--- src/rtl/cpu_sequencer.sv ---
// Multicycle fetch/decode/execute/write-back sequencer with run/step,
// fetch timeout, execute stalls, halt and a retired-instruction counter.
module cpu_sequencer #(
  parameter int CNT_WIDTH = 32,
  parameter int MAX_WAIT  = 16
) (
  input  logic                 clk,
  input  logic                 reset,
  input  logic                 run,
  input  logic                 step,
  input  logic                 imem_ready,
  input  logic                 is_halt,
  input  logic                 is_branch,
  input  logic                 stall_req,
  output logic [2:0]           state,
  output logic                 fetch_en,
  output logic                 pc_enable,
  output logic                 reg_write_enable,
  output logic                 halted,
  output logic                 timeout_err,
  output logic                 busy,
  output logic [CNT_WIDTH-1:0] retired
);

  localparam int WW = (MAX_WAIT > 1) ? $clog2(MAX_WAIT) : 1;
  localparam logic [WW-1:0] LP_LAST = WW'(MAX_WAIT - 1);

  typedef enum logic [2:0] {
    S_IDLE   = 3'd0,
    S_FETCH  = 3'd1,
    S_DECODE = 3'd2,
    S_EXEC   = 3'd3,
    S_WB     = 3'd4,
    S_HALT   = 3'd5,
    S_ERR    = 3'd6
  } state_t;

  state_t               r_state;
  state_t               w_next;
  logic [WW-1:0]        r_wait;
  logic                 r_single;
  logic                 r_branch_q;
  logic [CNT_WIDTH-1:0] r_retired;

  always_ff @(posedge clk or negedge reset) begin
    if (!reset) r_state <= S_IDLE;
    else        r_state <= w_next;
  end

  always_comb begin
    w_next = r_state;
    case (r_state)
      S_IDLE:   if (run || step) w_next = S_FETCH;
      S_FETCH: begin
        if (imem_ready)           w_next = S_DECODE;
        else if (r_wait == LP_LAST) w_next = S_ERR;
      end
      S_DECODE: w_next = is_halt ? S_HALT : S_EXEC;
      S_EXEC:   if (!stall_req) w_next = S_WB;
      S_WB:     w_next = (r_single || !run) ? S_IDLE : S_FETCH;
      S_HALT:   w_next = S_HALT;
      S_ERR:    w_next = S_ERR;
      default:  w_next = S_IDLE;
    endcase
  end

  always_comb begin
    pc_enable        = 1'b0;
    reg_write_enable = 1'b0;
    halted           = 1'b0;
    timeout_err      = 1'b0;
    busy             = 1'b0;
    case (r_state)
      S_FETCH, S_DECODE, S_EXEC: busy = 1'b1;
      S_WB: begin
        busy             = 1'b1;
        pc_enable        = 1'b1;
        reg_write_enable = !r_branch_q;
      end
      S_HALT:  halted      = 1'b1;
      S_ERR:   timeout_err = 1'b1;
      default: ;
    endcase
  end

  // wait counter only runs across consecutive not-ready FETCH cycles
  always_ff @(posedge clk or negedge reset) begin
    if (!reset) begin
      r_wait <= '0;
    end else if (r_state == S_FETCH && !imem_ready) begin
      r_wait <= r_wait + WW'(1);
    end else begin
      r_wait <= '0;
    end
  end

  always_ff @(posedge clk or negedge reset) begin
    if (!reset) begin
      r_single   <= 1'b0;
      r_branch_q <= 1'b0;
      r_retired  <= '0;
    end else begin
      if (r_state == S_IDLE && run)
        r_single <= 1'b0;
      else if (r_state == S_IDLE && step)
        r_single <= 1'b1;
      else if (r_state == S_WB && w_next == S_IDLE)
        r_single <= 1'b0;
      if (r_state == S_DECODE)
        r_branch_q <= is_branch;
      if (r_state == S_WB)
        r_retired <= r_retired + CNT_WIDTH'(1);
    end
  end

  assign state    = r_state;
  assign fetch_en = (r_state == S_FETCH) && imem_ready;
  assign retired  = r_retired;

endmodule

--- config.mk ---
export PLATFORM = sky130hd
export DESIGN_NAME = cpu_sequencer
export DESIGN_NICKNAME = d
export VERILOG_FILES = /design/src/rtl/cpu_sequencer.sv
export SDC_FILE = /design/constraint.sdc
export NUM_CORES = 1
export LEC_CHECK = 0
export ABC_AREA = 0
export CAP_MARGIN = 20
export CORE_ASPECT_RATIO = 1.1
export CORE_MARGIN = 5
export CORE_UTILIZATION = 53
export CTS_CLUSTER_DIAMETER = 40
export DETAILED_ROUTE_END_ITERATION = 12
export PLACE_DENSITY_LB_ADDON = 0.08
export SYNTH_ARGS = -nofsm -noshare
export SYNTH_HDL_FRONTEND = slang
export SYNTH_SLANG_ARGS = --single-unit
--- constraint.sdc ---
create_clock -name clk -period 6.15 [get_ports clk]
set_input_delay 1.23 -clock clk [delete_from_list [all_inputs] [get_ports clk]]
set_output_delay 1.23 -clock clk [all_outputs]
set_load 0.005 [all_outputs]
==> impl_metrics.tcl, run 1 <==
set metrics [dict create \
    period_needed_ns 3.76 \
    timing_worst_setup_path_type "primary input to output pin" \
    antenna_found_initial 0 \
    routed_wl_um 4460 \
    synth_top_family_by_area "simple AND/OR/NAND/NOR gates" \
    num_io_pins 49 \
    die_area_sq_mm 0.00508 \
    ir_drop_v 0.000229 \
    cp_cell_sequence "clkdlybuf4s50_1 -> nor4b_1 -> clkdlybuf4s50_1" \
    synthMuxAreaShare 0.0113 \
    arrival_ns 2.53 \
    fmax_mhz 266 \
    grt_max_degree 42 \
    cts_tree "done" \
    synth_xor_xnor_area_share 0.150 \
    async_flop_share 1.00 \
    cp_max_fo 4 \
    yosysWarnings 0 \
    synth_fa_ha_area_frac 0.0126 \
    clkSlewWorstSetupHoldPaths_ns 0.08 \
    syn_to_final_growth_pct 30.9 \
    core_area_sq_mm 0.00363 \
    final_hold_viol_count 0 \
    dp_hpwl_um 3260 \
    cts_resized 0 \
    cap_viol_max_count 0 \
    vias_per_cell 5.48 \
    yosysSeqAreaShare 0.515 \
    slew_headroom 0.282 \
    route.vias.total 1555 \
    ys_types 38 \
    syn_inst 185 \
    p_leak_nw 1.15 \
    grt-ovfl-total 0 \
    utilization 0.718 \
    finalClockSkew_ns 0.00458 \
    cts_buffers 5 \
    synth_fp_nets 195 \
    hp-class "flip-flop to flip-flop" \
    nFillCells 286 \
    synth-seq-cells 41 \
    drt-initial-drc-count 76 \
    gp_congestion 0.835 \
    post-cts-setup-buffer-count 0 \
    die_w_um 68.4 \
    synth_edf_count 0 \
    status "finished clean" \
    worst_path_max_delay_cell "clkdlybuf4s50_1" \
    start_util 0.549 \
    synth_area_sq_mm 0.00199 \
    drive_gt1_frac 0.0641 \
    drv_slew 0 \
    wl_per_cell_um 15.7 \
    synth_flop_cell "dfrtp_1" \
    die_y_um 74.3 \
    total_power_mw 0.754 \
    syn_avg_cell_area_sq_um 10.8 \
    post-route-period-util 0.612 \
    clockBufferDepth 2 \
    cts_sinks 41 \
    remaining_drc_errors 0 \
    ant_nets 0 \
    io_buffers 48 \
    critPathMostFrequentCell "clkdlybuf4s50_1" \
    htreeDepth 2 \
    rsz0062_at_grt "no" \
    fin_setup_tns_ns 0 \
    cp.required_ns 4.92 \
    setup_viol 0 \
    worstSetupStartpointType "primary input" \
    grt_pass1_vias 1625 \
    antenna_cells 0 \
    power_density_mw_per_mm2 289 \
    rows 23 \
    finalInstanceArea_sq_mm 0.00261 \
    clock_latency_ns 0.29 \
    grt_pass1_wl_um 7530 \
    endpoint_kind "output pin" \
    yosys.area_share.simple 0.250 \
    cp_slowest_stage_delay_ns 0.55 \
    grt_use_total 0.200 \
    postCtsHoldBufs 0 \
    fin_nets 243 \
    ctsRootBufferMaster "clkbuf_8" \
    first_pass_iters 4 \
    synth_compound_area_frac 0.0358 \
    tightest_slew_ns 1.07 \
    dpl_cell_area_sq_mm 0.00249 \
]
[state kept, by name, summed over array words and instances, names as in the netlist]
| signal | count |
|---|---|
| r_single | 1 |
| r_branch_q | 1 |
| state | 3 |
| r_wait | 4 |
| retired | 32 |
[cells in the final DEF, fill, tap and decap left out, drive strengths merged, types with 3 or more instances in the layout]
master	n
o21ai	3
nand2	13
nor2	12
clkbuf	5
nand4	11
dfrtp	41
xor2	15
clkdlybuf4s50	47
nor3	6
nor4	6
and2	4
nand3	12
and3	8
inv	3
xnor2	19
and4	3
[cell type report]
class	instances	area (sq um)	area share
Clock inverter	3	46.3	0.0178
Sequential cell	41	1030	0.394
Tap cell	50	62.6	0.0240
Multi-Input combinational cell	134	915	0.351
Timing Repair Buffer	48	475	0.183
Inverter	3	11.3	0.00432
Clock buffer	5	68.8	0.0264
[cells in the mapped netlist, drive strengths merged, types with 4 or more instances]
cell     n  area [sq um]
xnor2   19           166
nand4   11          68.8
nand3   12          60.1
xor2    15           131
nand2   13          48.8
and3     8          50.1
nor2    12          45.0
nor4     6          56.3
dfrtp   41          1030
and2     4          25.0
clkbuf   4          15.0
nor3     6          30.0
[cell families after synthesis]
family,after synthesis
compound gates,11
xor+xnor,34
fa+ha+maj,2
buf+inv,10
flops,41
mux,2
simple gates,85
[final timing paths]
| kind | start | slack, ns | to | cells past startpoint |
|---|---|---|---|---|
| hold reg to reg | retired[31]$_DFFE_PN0P_ | 0.48 | retired[31]$_DFFE_PN0P_ | 1 |
| max in group asynchronous | reset | 4.53 | retired[9]$_DFFE_PN0P_ | 1 |
| min in group asynchronous | reset | 1.06 | retired[23]$_DFFE_PN0P_ | 1 |
| hold / removal | retired[31]$_DFFE_PN0P_ | 0.48 | retired[31]$_DFFE_PN0P_ | 1 |
| setup / recovery | imem_ready | 2.39 | fetch_en | 3 |
| setup reg to reg | state[2]$_DFF_PN0_ | 3.48 | retired[19]$_DFFE_PN0P_ | 4 |
[worst max-delay path: cells and delay by family]
kind / cells / cell delay, ns
AND/OR/NAND/NOR: 1 / 0.23
buffers and inverters: 2 / 1.07
[metrics by stage]
step | worst slack, ns | instances | hold WS [ns]
finish | 2.39 | 284 | 0.475
global placement | 2.40 | 276 | 0.445
global route | 2.34 | 284 | 0.510
floorplan | 3.42 | 185 | 0.433
detailed placement | 2.37 | 276 | 0.475
CTS | 2.37 | 284 | 0.486
[report_power, final]
part	switching (mW)	total (mW)	internal (mW)
Sequential	0.0538	0.353	0.299
Clock	0.0964	0.218	0.121
Combinational	0.0734	0.182	0.109
Total	0.224	0.754	0.530
[routing by layer]
metal,vias to the layer above,wire length (um),GRT usage
li1,747,-,-
met1,763,1810,0.221
met2,39,2380,0.355
met3,6,207,0.0634
met4,0,61,0.0728
met5,-,0,0
Power figures use the tool's default switching activity.
==> run 2: changes to the inputs <==
- CORE_UTILIZATION: 53 -> 44
- clock period: 6.15 -> 3.1 ns (I/O delays scaled with it)
==> impl_metrics.tcl, run 2 (synthesis gave the netlist of run 1 again) <==
set metrics [dict create \
    critPathMostFrequentCell "clkdlybuf4s50_1" \
    start_util 0.458 \
    layout_setup_ws_ns 0.490 \
    fin_hold_ws_ns 0.450 \
    tightest_slew_ns 0.906 \
    total_power_mw 1.58 \
    clockBufferDepth 2 \
    fmax_mhz 383 \
    worstSetupStartpointType "primary input" \
    ctsRootBufferMaster "clkbuf_8" \
    timing_worst_setup_path_type "primary input to output pin" \
    cp.required_ns 2.48 \
    post-cts-setup-buffer-count 0 \
    ant_nets 0 \
    remaining_drc_errors 0 \
    gp_congestion 0.741 \
    grt_use_total 0.159 \
    cts_buffers 5 \
    drv_slew 0 \
    worst_path_max_delay_cell "clkdlybuf4s50_1" \
    final_hold_viol_count 0 \
    num_io_pins 49 \
    reg2reg_depth 4 \
    first_pass_iters 5 \
    cap_viol_max_count 0 \
    r2r_start "state[1]$_DFF_PN0_" \
    cts_resized 0 \
    ir_drop_v 0.000396 \
    cts_tree "done" \
    drive_gt1_frac 0.0798 \
    grt_pass1_vias 1581 \
    grt_pass1_wl_um 7370 \
    clkSlewWorstSetupHoldPaths_ns 0.08 \
    route.vias.total 1563 \
    endpoint_kind "output pin" \
    die_y_um 80.5 \
    slew_headroom 0.396 \
    antenna_cells 0 \
    power_density_mw_per_mm2 593 \
    cp_slowest_stage_delay_ns 0.57 \
    period_needed_ns 2.61 \
    fin_setup_tns_ns 0 \
    die_w_um 74.1 \
    hp-class "primary input to async pin" \
    core_area_sq_mm 0.00435 \
    nFillCells 359 \
    vias_per_cell 5.35 \
    htreeDepth 2 \
    final_common_cell "clkdlybuf4s50_1" \
    syn_to_final_growth_pct 33.8 \
    io_buffers 48 \
    pre_cts_slack_ns 0.514 \
    dp_hpwl_um 3330 \
    setup_viol 0 \
    status "finished clean" \
    largest_reg_flops 32 \
    finalInstanceArea_sq_mm 0.00266 \
    reg2reg_to "retired[31]$_DFFE_PN0P_" \
    clock_latency_ns 0.29 \
    cts_sinks 41 \
    antenna_found_initial 0 \
    arrival_ns 1.99 \
    finalClockSkew_ns 0.00635 \
    postCtsHoldBufs 0 \
    cp_max_fo 4 \
    fin_nets 247 \
    dpl_cell_area_sq_mm 0.00252 \
    cp_cell_sequence "clkdlybuf4s50_1 -> nor4b_1 -> clkdlybuf4s50_1" \
    wl_per_cell_um 15.4 \
    drt-initial-drc-count 82 \
    p_leak_nw 1.19 \
    routed_wl_um 4500 \
    grt-ovfl-total 0 \
    grt_max_degree 42 \
    rsz0062_at_grt "no" \
    die_area_sq_mm 0.00597 \
    final_cell_mix "clkdlybuf4s50_1, dfrtp_1, xnor2_1" \
    post-route-period-util 0.842 \
    rows 25 \
    r2r_slack_ns 0.86 \
]
run 2: cell count changes in the layout (fill, tap and decap cells not counted), sizes merged:
cell / previous run / this run
bufinv: 1 / 2
clkinvlp: 1 / 0
buf: 1 / 5
clkinv: 1 / 0
inv: 3 / 4
run 2: metrics by stage:
stage	std cells	utilization
2_1_floorplan	185	-
3_3_place_gp	284	0.581
3_5_place_dp	284	0.581
4_1_cts	292	0.612
5_1_grt	292	0.612
6_report	292	0.612
run 2: where the power goes:
group	switching [mW]	internal [mW]	leakage (nW)
Clock	0.193	0.324	0.0687
Combinational	0.158	0.223	0.562
Sequential	0.0867	0.594	0.559
run 2: cell type report:
class	instances	area (sq um)	area share
Multi-Input combinational cell	134	915	0.344
Sequential cell	41	1030	0.385
Clock buffer	5	68.8	0.0258
Inverter	3	11.3	0.00423
Tap cell	54	67.6	0.0254
Timing Repair Buffer	52	505	0.190
Clock inverter	3	68.8	0.0258
run 2: worst max path at each step:
stage                                  start                       to
final                             imem_ready                 fetch_en
after global routing      state[1]$_DFF_PN0_                pc_enable
after CTS                 state[1]$_DFF_PN0_                pc_enable
after detailed placement          imem_ready                 fetch_en
after global placement            imem_ready                 fetch_en
after floorplan           state[2]$_DFF_PN0_  retired[11]$_DFFE_PN0P_
run 2: routing by layer:
| layer | global-route usage | routed length (um) | vias up |
|---|---|---|---|
| li1 | - | - | 758 |
| met1 | 0.186 | 1880 | 753 |
| met5 | 0 | 0 | - |
| met2 | 0.277 | 2300 | 41 |
| met3 | 0.0501 | 240 | 11 |
| met4 | 0.0453 | 77 | 0 |
run 2: critical path: cells and delay by family:
kind	cells	cell delay, ns
simple gates	1	0.28
buf+inv	2	1.08
